$ cat config.mk
export PLATFORM = sky130hd
export DESIGN_NAME = fetch_stage
export DESIGN_NICKNAME = d
export VERILOG_FILES = /design/src/rtl/fetch_stage_pkg.sv /design/src/rtl/fetch_stage_if_id_reg.sv /design/src/rtl/fetch_stage.sv
export SDC_FILE = /design/constraint.sdc
export NUM_CORES = 1
export LEC_CHECK = 0
export BUFFER_PORTS_ARGS = -buffer_cell sky130_fd_sc_hd__buf_2
export CAP_MARGIN = 20
export CELL_PAD_IN_SITES_DETAIL_PLACEMENT = 0
export CELL_PAD_IN_SITES_GLOBAL_PLACEMENT = 1
export CORE_MARGIN = 10
export CORE_UTILIZATION = 38
export DETAILED_ROUTE_END_ITERATION = 6
export PLACE_DENSITY_LB_ADDON = 0.1
export SLEW_MARGIN = 20
export SYNTH_ARGS = -nofsm -noshare
export SYNTH_HDL_FRONTEND = slang
export SYNTH_HIERARCHICAL = 1
export SYNTH_SLANG_ARGS = --single-unit
$ cat constraint.sdc
create_clock -name clk -period 2.7 [get_ports clk]
set_input_delay 0.675 -clock clk [delete_from_list [all_inputs] [get_ports clk]]
set_output_delay 0.675 -clock clk [all_outputs]
set_load 0.005 [all_outputs]
$ cat src/rtl/fetch_stage_pkg.sv
// fetch_stage_pkg: shared widths and constants for the instruction-fetch stage
package fetch_stage_pkg;
  localparam int XLEN = 32;
  localparam logic [XLEN-1:0] NOP = 32'h0;
  localparam logic [XLEN-1:0] RESET_PC = 32'h0000_0000;
  localparam logic [XLEN-1:0] PC_STEP = 32'd4;
endpackage

$ cat src/rtl/fetch_stage_if_id_reg.sv
// if_id_reg: IF/ID pipeline register with load, flush and hold
module if_id_reg
  import fetch_stage_pkg::*;
(
  input  logic            clk,
  input  logic            rst,
  input  logic            load,
  input  logic            flush,
  input  logic [XLEN-1:0] d_instr,
  input  logic [XLEN-1:0] d_pc,
  input  logic [XLEN-1:0] d_pc4,
  output logic [XLEN-1:0] instr,
  output logic [XLEN-1:0] pc,
  output logic [XLEN-1:0] pc4,
  output logic            valid
);
  always_ff @(posedge clk) begin
    if (rst || flush) begin
      instr <= NOP;
      pc    <= '0;
      pc4   <= '0;
      valid <= 1'b0;
    end else if (load) begin
      instr <= d_instr;
      pc    <= d_pc;
      pc4   <= d_pc4;
      valid <= 1'b1;
    end
  end
endmodule

$ cat src/rtl/fetch_stage.sv
// fetch_stage: program counter, redirect/stall handling and IF/ID capture
module fetch_stage
  import fetch_stage_pkg::*;
#(
  parameter logic [XLEN-1:0] RESET_PC_P = RESET_PC
) (
  input  logic            clk,
  input  logic            reset,
  input  logic            stall,
  input  logic            redirect,
  input  logic [XLEN-1:0] redirect_pc,
  input  logic [XLEN-1:0] instr_rd,
  output logic [XLEN-1:0] pc_a,
  output logic [XLEN-1:0] if_instr,
  output logic [XLEN-1:0] if_pc,
  output logic [XLEN-1:0] if_pc4,
  output logic            if_valid,
  output logic            misaligned,
  output logic [XLEN-1:0] fetch_count
);
  logic [XLEN-1:0] pc;
  logic [XLEN-1:0] pc_next_seq;
  assign pc_next_seq = pc + PC_STEP;
  assign pc_a = pc;
  always_ff @(posedge clk) begin
    if (reset) begin
      pc          <= RESET_PC_P;
      misaligned  <= 1'b0;
      fetch_count <= '0;
    end else if (redirect) begin
      pc         <= {redirect_pc[XLEN-1:2], 2'b00};
      misaligned <= misaligned | (|redirect_pc[1:0]);
    end else if (!stall) begin
      pc          <= pc_next_seq;
      fetch_count <= fetch_count + 32'd1;
    end
  end
  if_id_reg u_if_id (
    .clk    (clk),
    .rst    (reset),
    .load   (!stall),
    .flush  (redirect),
    .d_instr(instr_rd),
    .d_pc   (pc),
    .d_pc4  (pc_next_seq),
    .instr  (if_instr),
    .pc     (if_pc),
    .pc4    (if_pc4),
    .valid  (if_valid)
  );
endmodule

Word level (Yosys, flattened, before mapping)

Index checks and enable logic that the tools add are counted.

Input bits: 68
Register bits after elaboration: 162
Output and inout port bits: 162

Add/subtract/negate cells: 2
Bitwise logic cells: 3
Multiplexer cells: 2
Equal/unequal tests: 1
Reduce and logical (&&, ||, !) cells: 4

Operator list:

| cell                  | count |
|---|---|
| $mux 32               | 2 |
| $add 32x1->32 const B | 1 |
| $add 32x3->32 const B | 1 |
| $reduce_or 2->1       | 2 |
| $ne 2x1->1 const B    | 1 |
| $not 1->1             | 2 |
| $reduce_and 2->1      | 1 |
| $logic_or 1x1->1      | 1 |
| $or 1x1->1            | 1 |

Longest topological paths before layout

Depth in word-level cells: 3
Gate-level depth with buffers: 8
Mapped depth without buffers: 7

By module

Netlist, hierarchy kept.

By module, submodules not included:

| module      | sequential area each (um2) | area each (um2) | cells each | times used |
|---|---|---|---|---|
| fetch_stage | 1,261.2                    | 3,813.7         | 482        | 1 |
| if_id_reg   | 1,941.9                    | 3,438.3         | 314        | 1 |

Least setup slack after synthesis

No wires, ideal clock.

Path kind: input-to-reg
Start: in stall
End: reg fetch_count[31]
Path buffers: 2
Slack: 478 ps
Arrival: 2,101 ps
Stages on the path: 6
Cells stage by stage: nand4bb_1 or4_1 clkbuf_1 clkbuf_1 nor4_1 mux2_2

Word-level cells in the longest chain between the ends: 2

Ends and longest elaborated chain:

| element                    | RTL line          | text |
|---|---|---|
| start, declared            | fetch_stage.sv:9  | `input logic stall,` |
| $not 1->1 (no line)        | n/a               |  |
| $reduce_and 2->1 (no line) | n/a               |  |
| end signal, assigned       | fetch_stage.sv:35 | `fetch_count <= fetch_count + 32'd1;` |
| end, declared              | fetch_stage.sv:19 | `output logic [XLEN-1:0] fetch_count` |

No other way between the ends.
A chain may end at the register's enable or synchronous reset.

Worst setup path in the final report

Start: reg pc[7] (netlist: pc_a[7])
End: reg pc[28] (netlist: pc_a[28])

Word-level cells in the longest chain between the ends: 3

Ends and longest elaborated chain:

| element                | RTL line          | text |
|---|---|---|
| start, declared        | fetch_stage.sv:21 | `logic [XLEN-1:0] pc;` |
| start signal, assigned | fetch_stage.sv:31 | `pc <= {redirect_pc[XLEN-1:2], 2'b00};` |
| start signal, assigned | fetch_stage.sv:34 | `pc <= pc_next_seq;` |
| $add 32x3->32          | fetch_stage.sv:23 | `assign pc_next_seq = pc + PC_STEP;` |
| $mux 32                | fetch_stage.sv:33 | `end else if (!stall) begin` |
| $mux 32                | fetch_stage.sv:30 | `end else if (redirect) begin` |

No other way between the ends. The select of a mux whose other input is x is not followed.

==> flow_summary_export.csv <==
group,metric,value,unit
floorplan,die_w,158.1,um
final_layout,multiInputGateArea,0.003700,mm2
final_layout,final_common_cell,"buf_2",
clock_tree,cts_tree,"built",
global_routing,grt.overflow.total,0,
final_layout,num-fill-cells,1844,
pwr,combPwrFrac,9.2,%
final_layout,final_cell_mix,"buf_2 (227), dfxtp_1 (160), nor2_1 (142)",
clock_tree,cts-root-buf,"clkbuf_16",
clock_tree,cts_inserted_buffers,17,
detailed_routing,vias_per_cell,5.189,
final_layout,fin_cells,1268,
setup_path,worstSetupStartpointType,"flip-flop",
logic_synthesis,muxShareOfSynthArea,13.54,%
logic_synthesis,synth-xor-area-share,5.556,%
timing,rsz0062_at_grt,"no",
final_layout,nets,1090,
logic_synthesis,yosys.area_share.simple,22.20,%
global_routing,grt_max_degree,63,
final_layout,layout-drive-gt1-share,29.24,%
timing,fin_crit,2.363,ns
pwr,power_frac_clock,46.7,%
floorplan,die_area,0.02501,mm2
detailed_routing,route.detailed.drc,0,
pwr,leakagePower,0.004207,uW
hold_path,min-delay-start,"misaligned",
final_layout,syn2layout_area_growth,28.78,%
global_routing,grt_pass1_wl,35030,um
pwr,p_per_area,607.4,mW/mm2
clock_tree,cts_resized,0,
detailed_routing,dr.pass1.iters,5,
logic_synthesis,synth_fa_ha_area_share,0.3451,%
hold_path,hold_path_depth,2,
logic_synthesis,synth_compound_area_share,9.023,%
pwr,switching_share,24.93,%
timing,hold_viol,0,
pwr,pwr-share-seq,44.2,%
timing,fin_crit_sh,87.53,%
run,cap_violations,0,
timing,worst_pin_slew,0.5658,ns
global_routing,grt_pass1_vias,6345,
placed_design,postPlaceCellArea,0.008691,mm2
floorplan,start_util,38.64,%
setup_path,end_kind,"flip-flop",
timing,fin_ws,0.3368,ns
timing,setup_tns,0,ns
timing,setup_viol,0,
logic_synthesis,async_reset_ff_share,0,%
logic_synthesis,synth_ff_type,"dfxtp_1",
hold_path,hold_path.class,"reg2reg",
detailed_routing,drt_iter0_markers,361,
placed_design,portBuffers,227,
timing,skew,0.01063,ns
placed_design,dp_slack,0.2759,ns
hold_path,holdPathEnd,"misaligned",
timing,slew_violations,0,
logic_synthesis,synth-edff-count,0,
logic_synthesis,ys_warn_count,6,
floorplan,die_h,158.1,um
placed_design,hpwlAfterDp,15950,um
logic_synthesis,synth_cell_types,51,
setup_path,required,3.03,ns
detailed_routing,antenna_left,0,
setup_path,r2r_cells,4,
floorplan,num_io_pins,230,
detailed_routing,wl_per_cell,17.47,um
setup_path,crit_type,"reg2reg",
logic_synthesis,ys_ff_latch,160,
clock_tree,htreeDepth,4,
setup_path,worstPathArrival,2.70,ns
clock_tree,insertion_delay,0.43,ns
detailed_routing,finalWirelength,22150,um
global_routing,track_usage,17.39,%
timing,fmax,423.1,MHz
logic_synthesis,syn_avg_cell_area,9.110,um2
placed_design,dp_cells,1235,
floorplan,coreArea,0.01877,mm2
timing,timing.hold.ws,0.4481,ns
setup_path,cp_max_fo,9,
clock_tree,clk_path_buf_depth,2,
clock_tree,cts.reportedPaths.clkPinSlew,0.07,ns
pwr,p_sw,1414,uW
floorplan,rows,50,
final_layout,regArea,0.003203,mm2
run_status,status,"finished clean",
setup_path,rr_endpoint,"pc_a[28]",
logic_synthesis,yosysSeqAreaShare,44.17,%
clock_tree,cts_sinks,160,
clock_tree,cts_hold_buf,0,
logic_synthesis,syn_area,0.007252,mm2
final_layout,fin_area,0.009339,mm2
pwr,peakVddDrop,0.0004513,V
setup_path,rrSetupSlack,0.34,ns
timing,relSlewSlack,61.99,%
global_routing,antenna_found_initial,2,
pwr,power.internal,4258,uW
logic_synthesis,syn-instance-count,796,
clock_tree,postCtsSetupBuffers,0,
placed_design,gp_congestion,0.7517,
setup_path,r2r_start,"pc_a[7]",
logic_synthesis,synth_top_family_by_area,"simple AND/OR/NAND/NOR gates",
detailed_routing,vias,6580,
## cells in the mapped netlist (14+ instances only)
master	count	share of area [%]
dfxtp_1	160	44
nor2_1	142	7.3
mux2i_1	97	13
clkbuf_1	38	2.0
a21oi_1	28	1.9
nand2_1	27	1.4
or4_1	26	2.7
xnor2_1	24	2.9
nand4_1	22	1.9
xor2_1	22	2.7
nand3_1	21	1.4
o31ai_1	20	2.1
or3_1	16	1.4
a311oi_1	15	1.8
inv_1	14	0.72
nor3_1	14	0.97
o21ai_0	14	0.97
## cell type report
type / count / share of cell area, %
well taps: 234 / 3.135
inverters: 15 / 0.6565
clock buffers: 17 / 4.555
clock inverters: 15 / 2.358
multi-input cells: 566 / 39.62
flip-flops and latches: 160 / 34.30
diodes: 1 / 0.02680
repair buffers: 260 / 15.35
## worst max path at each step
stage                       to  cells past startpoint  slack (ns)    start
6_report              pc_a[28]                      4        0.34  pc_a[7]
5_1_grt               pc_a[21]                      4        0.19  pc_a[9]
4_1_cts               pc_a[28]                      4        0.33  pc_a[9]
3_3_place_gp   fetch_count[31]                      6        0.30    stall
2_1_floorplan  fetch_count[31]                      6        0.48    stall
3_5_place_dp   fetch_count[31]                      6        0.28    stall
## worst max-delay path, stage by stage (launching register included)
cell and delay [ns]:
dfxtp_1 0.48, nand4_2 0.28, or4_1 0.72, or4_1 0.55, a311oi_1 0.25
## power by group through the flow
stage	logic, uW	clock network [uW]	registers, uW
2_1_floorplan	291	0	2560
3_3_place_gp	526	0	2560
3_5_place_dp	526	0	2560
4_1_cts	529	2720	2510
5_1_grt	577	2830	2520
6_report	519	2650	2510
## flip-flops by register name, indices dropped and copies added, names as in the netlist
name,count
misaligned,1
u_if_id/instr,32
fetch_count,32
u_if_id/valid,1
u_if_id/pc,32
u_if_id/pc4,32
pc_a,30
## logic make-up after synthesis
logic type	count (synthesis)
compound gates	97
xor+xnor	46
fa+ha+maj	2
buf+inv	75
flops	160
mux	98
other cells	1
simple gates	317
## per-stage QoR
stage                     total power [uW]  utilization, %
after floorplan                       2848               -
after global placement                3083           46.31
after detailed placement              3084           46.31
after CTS                             5756           49.75
after global routing                  5920           49.75
final                                 5672           49.76
## routing by layer
metal	GRT usage (%)	routed length, um
met5	0	13
met4	4.543	182
met3	6.296	2003
met2	26.17	9711
met1	22.99	10240
No activity file was read; power rests on OpenSTA's default activity.
